[src/rtl/snurisc_mem_arbiter.sv]
// Single-port SRAM arbiter for the snurisc loader, data port and instruction fetch.
// Optional macro SNURISC_ARB_STARVE_GUARD_EN promotes a starved fetch above the data port.
module snurisc_mem_arbiter #(
    parameter int AW         = 12,
    parameter int STARVE_MAX = 4
) (
    input  logic          i_clk,
    input  logic          i_reset,
    input  logic          i_clock_en,
    input  logic          i_ld_req,
    input  logic          i_ld_we,
    input  logic [AW-1:0] i_ld_addr,
    input  logic [31:0]   i_ld_wdata,
    input  logic [3:0]    i_ld_wstrb,
    output logic          o_ld_gnt,
    output logic          o_ld_rvalid,
    input  logic          i_d_req,
    input  logic          i_d_we,
    input  logic [AW-1:0] i_d_addr,
    input  logic [31:0]   i_d_wdata,
    input  logic [3:0]    i_d_wstrb,
    output logic          o_d_gnt,
    output logic          o_d_rvalid,
    input  logic          i_if_req,
    input  logic [AW-1:0] i_if_addr,
    output logic          o_if_gnt,
    output logic          o_if_rvalid,
    output logic [31:0]   o_rdata,
    output logic          o_mem_en,
    output logic          o_mem_we,
    output logic [AW-1:0] o_mem_addr,
    output logic [31:0]   o_mem_wdata,
    output logic [3:0]    o_mem_wstrb,
    input  logic [31:0]   i_mem_rdata
);

    typedef enum logic [1:0] {
        OWN_NONE = 2'd0,
        OWN_LD   = 2'd1,
        OWN_D    = 2'd2,
        OWN_IF   = 2'd3
    } owner_t;

    owner_t owner_q;
    owner_t owner_d;
    logic   ld_gnt;
    logic   d_gnt;
    logic   if_gnt;
    logic   if_promoted;

`ifdef SNURISC_ARB_STARVE_GUARD_EN
    localparam int CW = (STARVE_MAX < 1) ? 1 : $clog2(STARVE_MAX + 1);

    logic [CW-1:0] starve_q;

    assign if_promoted = (starve_q == CW'(STARVE_MAX));

    // Counts enabled cycles in which fetch waited; a withdrawn or served fetch starts over.
    always_ff @(posedge i_clk or negedge i_reset) begin
        if (!i_reset) begin
            starve_q <= '0;
        end else if (!i_if_req || if_gnt) begin
            starve_q <= '0;
        end else if (i_clock_en && !if_promoted) begin
            starve_q <= starve_q + CW'(1);
        end
    end
`else
    assign if_promoted = 1'b0;
`endif

    // Grants are combinational so the winner completes on this edge.
    always_comb begin
        ld_gnt = 1'b0;
        d_gnt  = 1'b0;
        if_gnt = 1'b0;
        if (i_clock_en && i_reset) begin
            if (i_ld_req) begin
                ld_gnt = 1'b1;
            end else if (if_promoted && i_if_req) begin
                if_gnt = 1'b1;
            end else if (i_d_req) begin
                d_gnt = 1'b1;
            end else if (i_if_req) begin
                if_gnt = 1'b1;
            end
        end
    end

    always_comb begin
        o_mem_en    = 1'b0;
        o_mem_we    = 1'b0;
        o_mem_addr  = '0;
        o_mem_wdata = '0;
        o_mem_wstrb = '0;
        if (ld_gnt) begin
            o_mem_en    = 1'b1;
            o_mem_we    = i_ld_we;
            o_mem_addr  = i_ld_addr;
            o_mem_wdata = i_ld_wdata;
            o_mem_wstrb = i_ld_wstrb;
        end else if (d_gnt) begin
            o_mem_en    = 1'b1;
            o_mem_we    = i_d_we;
            o_mem_addr  = i_d_addr;
            o_mem_wdata = i_d_wdata;
            o_mem_wstrb = i_d_wstrb;
        end else if (if_gnt) begin
            o_mem_en    = 1'b1;
            o_mem_addr  = i_if_addr;
        end
    end

    // Response owner: remembers who issued the read whose data returns next cycle.
    always_ff @(posedge i_clk or negedge i_reset) begin
        if (!i_reset) begin
            owner_q <= OWN_NONE;
        end else begin
            owner_q <= owner_d;
        end
    end

    always_comb begin
        owner_d = OWN_NONE;
        if (ld_gnt && !i_ld_we) begin
            owner_d = OWN_LD;
        end else if (d_gnt && !i_d_we) begin
            owner_d = OWN_D;
        end else if (if_gnt) begin
            owner_d = OWN_IF;
        end
    end

    always_comb begin
        o_ld_gnt    = ld_gnt;
        o_d_gnt     = d_gnt;
        o_if_gnt    = if_gnt;
        o_ld_rvalid = (owner_q == OWN_LD);
        o_d_rvalid  = (owner_q == OWN_D);
        o_if_rvalid = (owner_q == OWN_IF);
        o_rdata     = (owner_q != OWN_NONE) ? i_mem_rdata : 32'd0;
    end

endmodule

[config.mk]
export PLATFORM = sky130hd
export DESIGN_NAME = snurisc_mem_arbiter
export DESIGN_NICKNAME = d
export VERILOG_FILES = /design/src/rtl/snurisc_mem_arbiter.sv
export SDC_FILE = /design/constraint.sdc
export NUM_CORES = 1
export LEC_CHECK = 0
export CAP_MARGIN = 20
export CORE_AREA = 2 2 92 94
export DETAILED_ROUTE_END_ITERATION = 16
export DIE_AREA = 0 0 94 96
export DONT_BUFFER_PORTS = 1
export PLACE_DENSITY = 0.3
export SYNTH_ARGS = -nofsm -noshare
export SYNTH_HDL_FRONTEND = slang
export SYNTH_SLANG_ARGS = --single-unit
export TNS_END_PERCENT = 10
[constraint.sdc]
create_clock -name i_clk -period 1.55 [get_ports i_clk]
set_clock_uncertainty 0.2 [all_clocks]
set_input_delay 0.155 -clock i_clk [delete_from_list [all_inputs] [get_ports i_clk]]
set_output_delay 0.155 -clock i_clk [all_outputs]
set_load 0.05 [all_outputs]
==> impl_metrics.sql, run 1 <==
INSERT INTO impl_metrics (metric_group, metric, value, unit) VALUES
('grt', 'first_pass_grt_wire_length', '8490', 'um'),
('timing', 'finalSetupViolations', '0', ''),
('placed_design', 'io_buffers', '0', ''),
('logic_synthesis', 'syn_inst', '154', ''),
('timing', 'worst-slew-pin-transition', '0.254', 'ns'),
('logic_synthesis', 'netlist_area', '1130', 'sq um'),
('critical_path', 'critPathMaxStageDelay', '0.39', 'ns'),
('grt', 'initial_antenna_violation_count', '0', ''),
('detailed_routing', 'drc_errors', '0', ''),
('layout', 'layout_commonest_cell', 'buf_12', ''),
('layout', 'insertedDiodeCount', '0', ''),
('clocking', 'tritoncts_num_sinks', '2', ''),
('logic_synthesis', 'avgSynthCellArea', '7.35', 'sq um'),
('grt', 'groute.usage.overall', '12.5', '%'),
('timing', 'slew_headroom', '83.1', '%'),
('detailed_routing', 'route.layer.met1.wl', '2470', 'um'),
('outcome', 'status', 'complete, no violations', ''),
('die', 'placementRows', '33', ''),
('logic_synthesis', 'ys_ff_latch', '2', ''),
('detailed_routing', 'drtPass1Iterations', '4', ''),
('detailed_routing', 'routedWlPerCell', '18.9', 'um'),
('logic_synthesis', 'post_synthesis_net_count', '302', ''),
('job', 'timing.max_cap.violations', '0', ''),
('placed_design', 'finalWeightedCongestion', '0.738', ''),
('logic_synthesis', 'synth_seq_area_share', '4.42', '%'),
('die', 'horizontal_extent_of_the_die', '94', 'um'),
('clocking', 'h-tree-depth', '1', ''),
('timing', 'finalCritPeriodShare', '98.4', '%'),
('placed_design', 'preCtsSetupSlack', '0.0802', 'ns'),
('layout', 'layout.cells.most_common_list', 'buf_12 (44), a22o_1 (37), nor2b_1 (29), buf_4 (29), buf_6 (24)', ''),
('timing', 'hold_viol', '0', ''),
('placed_design', 'hpwl', '5300', 'um'),
('detailed_routing', 'met2WireLength', '3360', 'um'),
('critical_path', 'family_with_the_most_delay_on_the_worst_path', 'flip-flops', ''),
('logic_synthesis', 'synth.yosys.warnings', '0', ''),
('critical_path', 'end_kind', 'output port', ''),
('pwr', 'vdd_ir_drop_max', '0.151', 'mV'),
('layout', 'nNetsFinal', '390', ''),
('detailed_routing', 'detail_route.iter0.violations', '25', ''),
('layout', 'top_register', 'owner_q', ''),
('critical_path', 'path_buf_inv', '2', ''),
('critical_path', 'worst_path_most_repeated_cell', 'buf_4', ''),
('pwr', 'static-leakage-power', '1.13', 'nW'),
('detailed_routing', 'route.top_layer_used', 'met4', ''),
('timing', 'rsz0062_at_grt', 'yes', ''),
('timing', 'worst_slack', '0.0241', 'ns'),
('detailed_routing', 'dr_total_vias', '1592', ''),
('grt', 'grt_remaining_overflow', '0', ''),
('grt', 'first_global_vias', '1476', ''),
('clocking', 'cts_buffers', '3', ''),
('critical_path', 'cp.arrival', '1.17', 'ns'),
('clocking', 'cts_max_path_buffers', '2', ''),
('hold_path', 'min-delay-path-class', 'in2reg', ''),
('die', 'i_o_pin_count', '236', ''),
('critical_path', 'worstPathCellList', 'nor2_4 -> buf_4 -> nor2b_1 -> buf_4', ''),
('die', 'floorplan.die_area', '9020', 'sq um'),
('detailed_routing', 'totalWireLength', '6530', 'um'),
('die', 'initial_core_utilization', '14.1', '%'),
('die', 'die-height', '96', 'um'),
('detailed_routing', 'route.antenna.remaining_nets', '0', ''),
('critical_path', 'cp.required', '1.19', 'ns'),
('layout', 'flow.area_growth_from_synthesis', '138', '%'),
('clocking', 'clock_tree_root_buffer_cell', 'clkbuf_8', ''),
('critical_path', 'timing.critical_path.from_type', 'flip-flop', ''),
('pwr', 'power-per-cell-area', '414', 'nW/um^2'),
('clocking', 'cts_tree', 'built', ''),
('detailed_routing', 'route.detailed.vias_per_inst', '4.61', ''),
('clocking', 'path_clk_slew', '0.03', 'ns'),
('layout', 'largestRegisters', 'owner_q (2)', ''),
('layout', 'largest_register_ffs', '2', ''),
('critical_path', 'path_max_fanout', '9', ''),
('critical_path', 'setup.worst_path.class', 'reg2out', ''),
('pwr', 'report.power.total', '1.11', 'mW'),
('critical_path', 'timing.critical_path.slowest_stage_cell', 'dfrtp_1', ''),
('detailed_routing', 'detailroute.wirelength.met3', '678', 'um'),
('grt', 'largest_net_degree_at_the_start_of_global_routing', '31', ''),
('die', 'core', '8050', 'sq um'),
('logic_synthesis', 'synth_cell_type_count', '21', ''),
('layout', 'final_layout_size_suffix_gt1_share', '50.0', '%'),
('timing', 'timing_max_transition_violations_final', '0', ''),
('timing', 'achievable-frequency', '0.655', 'GHz'),
('timing', 'period_needed', '1.53', 'ns');
[layout make-up]
class	count	area [sq um]
multi-input combinational	121	1010
fill	845	5360
sequential	2	50.0
inverter	12	45.0
tap	105	131
timing repair buffer	102	1420
clock buffer	3	41.3
[Yosys cell counts, drive strengths merged]
master,count,area share (%)
a22o,37,29
nor2b,34,19
buf,17,10
a21oi,13,5.7
a221oi,12,13
inv,12,4.0
nand3b,12,8.0
nand2b,3,1.7
nor2,3,0.99
clkbuf,2,0.66
dfrtp,2,4.4
a211oi,1,0.66
and2,1,0.55
and3,1,0.55
and4b,1,0.88
nand2,1,0.33
nor3,1,0.44
or3b,1,0.77
[where the power goes]
| group | internal [mW] | leakage [nW] | switching [mW] |
|---|---|---|---|
| clock network | 0.164 | 0.0216 | 0.0401 |
| registers | 0.0543 | 0.0274 | 0.00166 |
| logic | 0.354 | 1.08 | 0.500 |
| total | 0.572 | 1.13 | 0.542 |
[cell families after synthesis]
family / share of synthesized area [%]
AO/OA/AOI/OAI: 47.6
AND/OR/NAND/NOR: 32.9
buffers and inverters: 15.0
flip-flops: 4.42
[path summary, 6_finish.rpt]
path,start,cells past startpoint,slack [ns],endpoint
setup / recovery,owner_q[1],4,0.02,o_rdata[9]
hold / removal,i_reset,3,0.11,owner_q[0]
max in group asynchronous,i_reset,2,0.50,owner_q[0]
min in group asynchronous,i_reset,2,0.52,owner_q[1]
[metal layers]
metal	track usage [%]	vias up
li1	-	749
met5	0	-
met4	2.54	0
met2	22.8	108
met3	4.54	2
met1	14.1	733
[metrics by stage]
stage | std cells | util (%) | TNS [ns] | instance area (sq um) | hold WS [ns]
after floorplan | 154 | - | -5.92 | 1200 | -0.341
after global placement | 335 | 30.8 | 0 | 2480 | -0.340
after detailed placement | 335 | 30.8 | 0 | 2480 | -0.340
after CTS | 343 | 32.3 | -0.0125 | 2600 | 0.118
after global routing | 345 | 33.4 | -0.163 | 2690 | 0.143
final | 345 | 33.4 | 0 | 2690 | 0.114
[timing repair]
| action | CTS | global route |
|---|---|---|
| setup endpoints to repair | 32 | 32 |
| gates resized for setup | 9 | 21 |
| buffers inserted | 0 | 2 |
| hold buffers | 5 | 0 |
| pin swaps | 0 | 0 |
| endpoints found under the hold margin | 4 | 0 |
(Power assumes the default switching activity.)
==> run 2, diff against run 1 <==
--- a/config.mk
+++ b/config.mk
@@ -10,7 +10,9 @@
 export DETAILED_ROUTE_END_ITERATION = 16
 export DIE_AREA = 0 0 94 96
 export DONT_BUFFER_PORTS = 1
+export GPL_TIMING_DRIVEN = 0
 export PLACE_DENSITY = 0.3
+export SLEW_MARGIN = 0
 export SYNTH_ARGS = -nofsm -noshare
 export SYNTH_HDL_FRONTEND = slang
 export SYNTH_SLANG_ARGS = --single-unit
==> impl_metrics.sql, run 2 (synthesized netlist as in run 1, its figures left out) <==
INSERT INTO impl_metrics (metric_group, metric, value, unit) VALUES
('grt', 'first_global_vias', '1366', ''),
('timing', 'slew_headroom', '37.6', '%'),
('detailed_routing', 'routedWlPerCell', '24.2', 'um'),
('die', 'core', '8050', 'sq um'),
('timing', 'hold_viol', '0', ''),
('timing', 'worst_slack', '-0.184', 'ns'),
('grt', 'first_pass_grt_wire_length', '8390', 'um'),
('critical_path', 'timing.critical_path.from_type', 'flip-flop', ''),
('clocking', 'cts_buffers', '3', ''),
('critical_path', 'worstPathCellList', 'nor2b_1', ''),
('layout', 'nNetsFinal', '312', ''),
('clocking', 'h-tree-depth', '1', ''),
('detailed_routing', 'detail_route.iter0.violations', '26', ''),
('die', 'horizontal_extent_of_the_die', '94', 'um'),
('critical_path', 'setup.worst_path.class', 'reg2out', ''),
('detailed_routing', 'drtPass1Iterations', '4', ''),
('timing', 'finalSetupViolations', '34', ''),
('die', 'initial_core_utilization', '14.1', '%'),
('pwr', 'power-per-cell-area', '521', 'nW/um^2'),
('layout', 'layout.core_utilization', '23.4', '%'),
('clocking', 'clock_tree_root_buffer_cell', 'clkbuf_8', ''),
('timing', 'hold_slack', '0.0837', 'ns'),
('placed_design', 'hpwl', '5200', 'um'),
('detailed_routing', 'totalWireLength', '6460', 'um'),
('critical_path', 'critPathMaxStageDelay', '0.77', 'ns'),
('timing', 'timing_max_transition_violations_final', '0', ''),
('timing', 'achievable-frequency', '0.577', 'GHz'),
('detailed_routing', 'route.antenna.remaining_nets', '0', ''),
('die', 'floorplan.die_area', '9020', 'sq um'),
('grt', 'largest_net_degree_at_the_start_of_global_routing', '11', ''),
('detailed_routing', 'drc_errors', '0', ''),
('critical_path', 'family_with_the_most_delay_on_the_worst_path', 'simple AND/OR/NAND/NOR gates', ''),
('pwr', 'vdd_ir_drop_max', '0.165', 'mV'),
('critical_path', 'cp.arrival', '1.38', 'ns'),
('layout', 'insertedDiodeCount', '0', ''),
('die', 'i_o_pin_count', '236', ''),
('timing', 'period_needed', '1.73', 'ns'),
('critical_path', 'timing.critical_path.slowest_stage_cell', 'nor2b_1', ''),
('layout', 'top_register', 'owner_q', ''),
('clocking', 'path_clk_slew', '0.03', 'ns'),
('outcome', 'status', 'complete, but fails checks', ''),
('die', 'placementRows', '33', ''),
('timing', 'rsz0062_at_grt', 'yes', ''),
('clocking', 'post-cts-setup-buffers', '0', ''),
('layout', 'final_layout_size_suffix_gt1_share', '61.7', '%'),
('timing', 'finalCritPeriodShare', '112', '%'),
('layout', 'largest_register_ffs', '2', ''),
('outcome', 'failing_checks', 'setup timing', ''),
('critical_path', 'path_max_fanout', '4', ''),
('die', 'die-height', '96', 'um'),
('layout', 'flow.area_growth_from_synthesis', '66.5', '%'),
('pwr', 'static-leakage-power', '0.744', 'nW'),
('grt', 'initial_antenna_violation_count', '0', ''),
('job', 'timing.max_cap.violations', '0', ''),
('placed_design', 'io_buffers', '0', ''),
('critical_path', 'end_kind', 'output port', ''),
('placed_design', 'finalWeightedCongestion', '0.819', ''),
('grt', 'groute.usage.overall', '12.6', '%'),
('detailed_routing', 'dr_total_vias', '1325', ''),
('clocking', 'cts_tree', 'built', ''),
('critical_path', 'cp.required', '1.19', 'ns'),
('layout', 'largestRegisters', 'owner_q (2)', ''),
('grt', 'grt_remaining_overflow', '0', ''),
('clocking', 'tritoncts_num_sinks', '2', ''),
('critical_path', 'path_buf_inv', '0', ''),
('hold_path', 'min-delay-path-class', 'in2reg', ''),
('detailed_routing', 'route.detailed.vias_per_inst', '4.96', ''),
('timing', 'worst-slew-pin-transition', '0.933', 'ns'),
('clocking', 'cts_max_path_buffers', '2', ''),
('layout', 'layout.cells.most_common_list', 'a22o_2 (30), nor2b_4 (30), a21oi_1 (13)', '');
[run 2: cell count changes in the layout (fill, tap and decap cells not counted), sizes merged]
| cell | previous run | this run |
|---|---|---|
| buf | 97 | 17 |
| clkbuf | 3 | 5 |
[run 2: final cells by class]
type                       instances  area (sq um)
buffer                            19           195
timing repair buffer               5          50.0
multi-input combinational        121          1370
tap                              105           131
sequential                         2          50.0
inverter                          12          45.0
fill                             891          6170
clock buffer                       3          41.3
[run 2: metrics by stage]
stage               setup TNS (ns)  total power, mW  worst slack, ns  cell area (sq um)  instances
finish                       -4.05            0.983           -0.184               1890        267
global route                 -6.34             1.03           -0.235               1890        267
CTS                          -4.57            0.997           -0.198               1880        267
detailed placement          -15.20            0.647           -0.480               1340        259
global placement            -15.00            0.647           -0.473               1340        259
floorplan                    -5.92            0.589           -0.172               1200        154
[run 2: report_power, final]
| part | internal (mW) | switching, mW | total, mW |
|---|---|---|---|
| clock | 0.164 | 0.0373 | 0.201 |
| sequential | 0.0543 | 0.00213 | 0.0564 |
| combinational | 0.195 | 0.530 | 0.726 |
[run 2: layer usage]
| metal | part of all wire (%) | track usage (%) | up-vias |
|---|---|---|---|
| met4 | 0.45 | 2.05 | 0 |
| met2 | 52 | 23.1 | 112 |
| met3 | 10 | 4.62 | 4 |
| met1 | 37 | 14.3 | 618 |
| met5 | 0 | 0 | - |
| li1 | - | - | 591 |
[run 2: final timing paths]
| path | start | end | slack [ns] | depth (start not counted) |
|---|---|---|---|---|
| worst max-delay path | owner_q[0] | o_ld_rvalid | -0.18 | 1 |
| min in group asynchronous | i_reset | owner_q[0] | 0.52 | 2 |
| worst min-delay path | i_d_req | owner_q[1] | 0.08 | 3 |
| max in group asynchronous | i_reset | owner_q[1] | 0.51 | 2 |
[run 2: repair_timing]
item	CTS	global route
endpoints found under the setup margin	77	43
resized for setup	126	2
endpoints found under the hold margin	4	0
pin swaps	2	2
hold buffers	5	0
==> run 3, diff against run 2 <==
--- a/config.mk
+++ b/config.mk
@@ -16,4 +16,3 @@
 export SYNTH_ARGS = -nofsm -noshare
 export SYNTH_HDL_FRONTEND = slang
 export SYNTH_SLANG_ARGS = --single-unit
-export TNS_END_PERCENT = 10
==> impl_metrics.sql, run 3 (synthesized netlist as in run 1, its figures left out) <==
INSERT INTO impl_metrics (metric_group, metric, value, unit) VALUES
('die', 'die-height', '96', 'um'),
('placed_design', 'finalWeightedCongestion', '0.769', ''),
('timing', 'period_needed', '1.66', 'ns'),
('placed_design', 'io_buffers', '0', ''),
('layout', 'flow.area_growth_from_synthesis', '81.9', '%'),
('pwr', 'static-leakage-power', '0.828', 'nW'),
('clocking', 'cts_tree', 'built', ''),
('detailed_routing', 'detail_route.iter0.violations', '19', ''),
('critical_path', 'cp.required', '1.19', 'ns'),
('grt', 'largest_net_degree_at_the_start_of_global_routing', '12', ''),
('clocking', 'tritoncts_num_sinks', '2', ''),
('placed_design', 'placedCellCount', '259', ''),
('layout', 'fin_area', '2060', 'sq um'),
('critical_path', 'end_kind', 'output port', ''),
('die', 'core', '8050', 'sq um'),
('pwr', 'clk_network_pwr_share', '19.6', '%'),
('grt', 'grt_remaining_overflow', '0', ''),
('critical_path', 'path_max_fanout', '8', ''),
('timing', 'rsz0062_at_grt', 'yes', ''),
('timing', 'finalSetupViolations', '31', ''),
('timing', 'slew_headroom', '62.3', '%'),
('die', 'placementRows', '33', ''),
('pwr', 'power-per-cell-area', '500', 'nW/um^2'),
('clocking', 'cts_buffers', '3', ''),
('critical_path', 'timing.critical_path.from_type', 'flip-flop', ''),
('layout', 'layout_commonest_cell', 'nor2b_4', ''),
('placed_design', 'placedInstanceArea', '1400', 'sq um'),
('critical_path', 'cp.arrival', '1.31', 'ns'),
('detailed_routing', 'route.antenna.remaining_nets', '0', ''),
('clocking', 'h-tree-depth', '1', ''),
('layout', 'largest_register_ffs', '2', ''),
('grt', 'first_pass_grt_wire_length', '8100', 'um'),
('timing', 'worst-slew-pin-transition', '0.562', 'ns'),
('critical_path', 'setup.worst_path.class', 'reg2out', ''),
('placed_design', 'hpwl', '4910', 'um'),
('clocking', 'clock_tree_root_buffer_cell', 'clkbuf_8', ''),
('die', 'initial_core_utilization', '14.1', '%'),
('layout', 'multi_input_area', '1400', 'sq um'),
('timing', 'worst_slack', '-0.113', 'ns'),
('clocking', 'cts_max_path_buffers', '2', ''),
('die', 'i_o_pin_count', '236', ''),
('layout', 'final_layout_size_suffix_gt1_share', '66.7', '%'),
('detailed_routing', 'drtPass1Iterations', '4', ''),
('timing', 'timing_max_transition_violations_final', '0', ''),
('timing', 'achievable-frequency', '0.601', 'GHz'),
('layout', 'top_register', 'owner_q', ''),
('pwr', 'power.internal', '0.454', 'mW'),
('layout', 'largestRegisters', 'owner_q (2)', ''),
('grt', 'initial_antenna_violation_count', '0', ''),
('hold_path', 'min-delay-path-class', 'in2reg', ''),
('timing', 'hold_viol', '0', ''),
('detailed_routing', 'dr_total_vias', '1376', ''),
('layout', 'nNetsFinal', '321', ''),
('grt', 'first_global_vias', '1329', ''),
('job', 'timing.max_cap.violations', '0', ''),
('pwr', 'seqPwrFrac', '5.5', '%'),
('pwr', 'combinational_fraction_of_design_power', '74.9', '%'),
('layout', 'seqCellArea', '52.6', 'sq um'),
('detailed_routing', 'routedWlPerCell', '22.0', 'um'),
('layout', 'layout.cells.most_common_list', 'nor2b_4 (33), a22o_2 (30), a21oi_1 (13)', ''),
('outcome', 'failing_checks', 'setup timing', ''),
('pwr', 'switchingPower', '0.575', 'mW'),
('layout', 'layout.cells.non_filler', '276', ''),
('clocking', 'path_clk_slew', '0.03', 'ns'),
('pwr', 'vdd_ir_drop_max', '0.251', 'mV'),
('timing', 'finalCritPeriodShare', '107', '%'),
('outcome', 'status', 'complete, but fails checks', ''),
('layout', 'insertedDiodeCount', '0', ''),
('detailed_routing', 'drc_errors', '0', ''),
('layout', 'nFillCells', '891', ''),
('detailed_routing', 'route.detailed.vias_per_inst', '4.99', ''),
('die', 'horizontal_extent_of_the_die', '94', 'um'),
('pwr', 'switching_share', '55.9', '%'),
('detailed_routing', 'totalWireLength', '6080', 'um'),
('grt', 'groute.usage.overall', '12.0', '%'),
('die', 'floorplan.die_area', '9020', 'sq um');
run 3: changes by cell type in the layout (fill, tap and decap cells not counted), moves of 2 or more:
cell,before,now
buf_12,1,3
buf_4,4,7
dfrtp_2,0,2
dfrtp_1,2,0
nor2b_1,2,0
clkbuf_16,0,2
nor2b_4,30,33
run 3: path summary, 6_finish.rpt:
path | start | endpoint | depth (start not counted)
min | i_d_req | owner_q[1] | 3
max in group asynchronous | i_reset | owner_q[1] | 2
max | owner_q[1] | o_rdata[7] | 4
min in group asynchronous | i_reset | owner_q[0] | 2
run 3: routing by layer:
layer	global-route usage [%]	part of all wire, %
met5	0	0
met4	2.17	0.56
met1	13.6	36
met2	23.4	56
met3	2.43	8.0
run 3: power groups by stage:
stage / combinational [mW] / clock, mW / sequential, mW
after floorplan: 0.551 / 0 / 0.0558
after global placement: 0.603 / 0 / 0.0569
after detailed placement: 0.603 / 0 / 0.0570
after CTS: 0.750 / 0.208 / 0.0579
after global routing: 0.801 / 0.211 / 0.0570
final: 0.771 / 0.202 / 0.0567
run 3: repair_timing:
| action | 4_1_cts | 5_1_grt |
|---|---|---|
| buffers inserted | 1 | 5 |
| hold buffers | 5 | 0 |
| gates cloned | 3 | 1 |
| endpoints found under the setup margin | 68 | 51 |
| pin swaps | 4 | 5 |
| resized for setup | 108 | 11 |
| hold endpoints to repair | 4 | 0 |
run 3: layout make-up:
cell class / count / share of cell area (%)
flip-flops and latches: 2 / 2.55
multi-input cells: 121 / 67.9
plain buffers: 19 / 10.8
clock buffers: 3 / 2.00
well taps: 105 / 6.38
inverters: 12 / 2.19
repair buffers: 14 / 8.14
run 3: worst max-delay path, cell delays in order, from the launching register on:
cell and delay, ns:
dfrtp_2 0.42, nor2_4 0.31, buf_6 0.16, buf_12 0.12
nor2b_4 0.09
run 3: per-stage QoR:
stage	setup slack [ns]	hold WS (ns)	TNS, ns	utilization [%]	total power [mW]
6_report	-0.113	0.0531	-2.63	25.6	1.03
5_1_grt	-0.181	0.0546	-4.87	25.6	1.07
4_1_cts	-0.180	0.0440	-3.86	24.4	1.02
3_5_place_dp	-0.418	-0.340	-10.44	17.4	0.660
3_3_place_gp	-0.394	-0.340	-9.94	17.4	0.660
2_1_floorplan	-0.172	-0.341	-3.84	-	0.607
==> edit 1, RTL diff (flow settings as in run 1) <==
`AW`: 12 -> 13.
--- a/src/rtl/snurisc_mem_arbiter.sv
+++ b/src/rtl/snurisc_mem_arbiter.sv
@@ -3,3 +3,3 @@
 module snurisc_mem_arbiter #(
-    parameter int AW         = 12,
+    parameter int AW         = 13,
     parameter int STARVE_MAX = 4
Interface: changed (resized i_d_addr, i_if_addr, i_ld_addr and o_mem_addr); port bits go from 236 to 240. The function was not compared with the original's and may differ.
==> edit 1 against run 1 <==
  * Design area shrank 1.5%
  * Total power shrank 0.98%
  * Setup slack lost 17 ps
  * Wire length shrank 1.7%
  * Via count grew 2.8%
  * Sequential cell count is the same
  * Synthesized area shrank 2.7%
  * Die area is the same
==> edit 1: results (changes against run 1) <==
Clocking
  • CTS root buf: clkbuf_8
  • Post-cts sizing count: 32 (+23)

Yosys
  • Syn avg cell area: 6.98 µm² (-5.1%)
  • Top post-synthesis cells by area: a22o_1 29%, nor2b_1 19%, a221oi_1 10%, nand3b_1 8.9%, a21oi_1 6.4%
  • Post-Syn Nets: 309 (+2.3%)
  • Post-synthesis sequential area ratio: 0.0454 (+0.00120)
  • Syn Std Cell Area: 1100 µm² (-2.7%)
  • Most instantiated cells after synthesis: 37 x a22o_1, 34 x nor2b_1, 14 x a21oi_1

Placement
  • Setup WS pre-CTS: 151 ps (+70.8 ps)
  • Routability cong.: 0.662 (-10%)
  • HPWL after DPL: 5.38 mm (+1.5%)
  • PortBufs: 0 (unchanged)
  • Placed Area: 2420 µm² (-2.2%)
  • # placed instances: 337 (+0.60%)

Final layout
  • Multi-input gate area: 997 µm² (-0.87%)
  • Fill count: 827 (-2.1%)
  • Proportion of layout cells with a drive suffix above 1: 0.483 (-0.0167)
  • Nets: 393 (+0.77%)

Global routing
  • First-pass GRT wire length: 8.10 mm (-4.6%)
  • Routing usage on met1: 0.135 (-0.00576)
  • Met3 usage: 0.0486 (+0.00313)
  • Largest net degree at the start of global routing: 39 (+26%)
  • Vias in the first global route: 1496 (+1.4%)
  • GR Util All Layers: 0.119 (-0.00678)
  • Initial antenna violation count: 0 (unchanged)
  • Grt met2 use: 0.207 (-0.0214)

Power and ir drop
  • Leakage: 1.11 nW (-1.8%)
  • Pwr per Cell Area: 416 nW/µm² (+0.52%)
  • Worst IR Drop VDD: 0.137 mV (-9.4%)
  • Comb group: 0.000837 W (-2%)
  • Seq pwr: 0.0000565 W (+0.9%)
  • Net Sw Frac: 0.489 (+0.00298)

Worst setup path
  • Worst EP arrival: 1190 ps (+20 ps)
  • Critical path fanouts, max: 29 (+20)
  • Slowest stage delay, CP: 410 ps (+20 ps)

STA
  • Final period util: 0.996 (+0.0112)
  • Worst hold slack: 196 ps (+81.3 ps)
  • Rel. slew slack: 0.844 (+0.0133)

Routing
  • Routed wl met2: 3.33 mm (-0.71%)
  • Metal3 WL: 808 µm (+19%)
  • Iteration-0 DRC Markers: 28 (+12%)
  • Vias/cell: 4.73 (+2.5%)
  • DR WL/cell: 18.6 µm (-2.0%)
  • DRT met1 WL: 2.23 mm (-9.7%)
  • Final WL: 6.42 mm (-1.7%)

Outcome
  • Status: complete, no violations
-- edit 1: worst max path at each step --
stage / from / to / slack, ps / cells past startpoint
floorplan: i_clock_en / o_mem_addr[2] / -160 / 3
global placement: i_ld_req / o_mem_wdata[21] / 160 / 4
detailed placement: i_ld_req / o_mem_wdata[21] / 150 / 4
CTS: owner_q[1]$_DFF_PN0_ / o_rdata[6] / -10 / 4
global route: owner_q[1]$_DFF_PN0_ / o_rdata[3] / -80 / 4
finish: owner_q[1]$_DFF_PN0_ / o_rdata[13] / 7 / 4
-- edit 1: final cells by class --
class | instances | share of cell area
Antenna cell | 1 | 0.000943
Clock buffer | 3 | 0.0156
Inverter | 13 | 0.0184
Multi-Input combinational cell | 124 | 0.376
Sequential cell | 2 | 0.0189
Tap cell | 105 | 0.0495
Timing Repair Buffer | 98 | 0.521
-- edit 1: cells by family after synthesis --
logic type,synth area share
simple gates,0.345
flops,0.0454
compound gates,0.468
buf+inv,0.142
==> edit 2, RTL diff (config.mk and constraints of run 1) <==
Made on the original files. Encoding of `owner_t`: now one-hot (4 bits for 4 values).
--- a/src/rtl/snurisc_mem_arbiter.sv
+++ b/src/rtl/snurisc_mem_arbiter.sv
@@ -36,7 +36,7 @@
 
-    typedef enum logic [1:0] {
-        OWN_NONE = 2'd0,
-        OWN_LD   = 2'd1,
-        OWN_D    = 2'd2,
-        OWN_IF   = 2'd3
+    typedef enum logic [3:0] {
+        OWN_NONE = 4'b0001,
+        OWN_LD   = 4'b0010,
+        OWN_D    = 4'b0100,
+        OWN_IF   = 4'b1000
     } owner_t;
Formal check against the unedited RTL: no difference found for any inputs over 10 cycles, from zero or initial values and one cycle with i_reset low; not proved beyond that.
==> edit 2 against run 1 <==
  * The run now ends with setup timing left
  * Setup slack lost 260 ps
  * Synthesized area shrank 0.66%
  * Wire length shrank 7.7%
  * Total power grew 16%
  * Clock power grew 13%
  * Critical path depth shrank 1
  * Sequential cell count grew 2
  * Design area shrank 2.0%
  * Via count shrank 1.8%
  * Largest cell class unchanged
==> edit 2: results (changes against run 1) <==
Outcome
  • Failing checks: setup timing
  • Status: complete, but fails checks

Worst setup path
  • Slowest stage delay, CP: 520 ps (+130 ps)
  • Critical path fanouts, max: 32 (+23)
  • Worst EP arrival: 1430 ps (+260 ps)
  • Critical path's slowest cell: dfstp_2

Yosys
  • Synth area leader: a22o_1
  • Cells after synthesis: 144 (-6.5%)
  • Post-Syn Nets: 292 (-3.3%)
  • Yosys cell types: 22 (+4.8%)
  • Top post-synthesis cells by area: a22o_1 29%, nor2b_1 14%, a221oi_1 9.3%, and2b_2 7.8%, and2b_1 6.7%
  • Most instantiated cells after synthesis: 37 x a22o_1, 26 x nor2b_1, 13 x nor3_1
  • Async SR Flop Fraction: 1.00 (unchanged)
  • Post-synthesis compound-gate area fraction: 0.393 (-0.0836)
  • Post-synthesis sequential area ratio: 0.0901 (+0.0459)
  • Primary FF master, synth: dfrtp_1

STA
  • Setup TNS: -7050 ps (-7050 ps)
  • Worst-Margin Slew: 457 ps (+203 ps)
  • Setup-failing EPs final: 35 (+35)
  • Worst Slack Setup Final: -235 ps (-259 ps)

Global routing
  • Vias in the first global route: 1492 (+1.1%)
  • GR Util All Layers: 0.114 (-0.0112)
  • Largest net degree at the start of global routing: 40 (+29%)
  • Grt ovf: 0 (unchanged)
  • First-pass GRT wire length: 7.82 mm (-7.9%)

Routing
  • Final WL: 6.03 mm (-7.7%)
  • DR WL/cell: 19.0 µm (about the same)
  • Vias/cell: 4.92 (+6.6%)
  • Iteration-0 DRC Markers: 77 (+210%)

Power and ir drop
  • P_sw: 0.000621 W (+15%)
  • Leakage: 1.04 nW (-7.9%)
  • Net Sw Frac: 0.481 (-0.00524)
  • Worst IR Drop VDD: 0.130 mV (-14%)
  • Clk pwr: 0.000231 W (+13%)
  • Pwr per Cell Area: 489 nW/µm² (+18%)
  • Register share of total power: 0.086 (+0.036)

Final layout
  • ANT cells: 0 (unchanged)
  • Nets: 362 (-7.2%)
  • Fill count: 832 (-1.5%)
  • Largest regs: owner_q x4
  • Proportion of layout cells with a drive suffix above 1: 0.563 (+0.0634)

Clocking
  • Clk slew on worst S/H paths: 30 ps (about the same)
  • Post-cts sizing count: 40 (+31)
  • # hold bufs at CTS: 4 (-1)
  • Clk buf depth: 2 (unchanged)
  • Clock buffer count from CTS: 3 (unchanged)

Placement
  • Routability cong.: 0.730 (-0.99%)
  • HPWL after DPL: 5.15 mm (-2.7%)
  • Setup WS pre-CTS: -96.9 ps (-177 ps)
  • # placed instances: 310 (-7.5%)
  • Placed Area: 2440 µm² (-1.6%)

Worst hold path
  • Hold/Removal Path Class: input pin to async pin
## edit 2: worst paths after layout
check	start	end	slack, ps	cells past startpoint
max in group asynchronous	i_reset	owner_q[0]$_DFF_PN1_	880	1
worst max-delay path	owner_q[0]$_DFF_PN1_	o_rdata[6]	-240	3
worst min-delay path	i_reset	owner_q[3]$_DFF_PN0_	20	1
min in group i_clk	i_ld_req	owner_q[0]$_DFF_PN1_	40	3
## edit 2: area by class of cell
class,instances,area share
clock buffers,4,0.0171
inverters,1,0.00142
multi-input cells,122,0.419
flip-flops and latches,4,0.0384
well taps,105,0.0498
repair buffers,82,0.474
## edit 2: metal layers
metal | wire, µm | vias to the layer above | track usage | share of wire
met1 | 1910 | 732 | 0.119 | 0.32
met2 | 3430 | 138 | 0.227 | 0.57
met4 | 59 | 0 | 0.0326 | 0.0098
met5 | 0 | - | 0 | 0
met3 | 629 | 6 | 0.0266 | 0.10
li1 | - | 688 | - | -
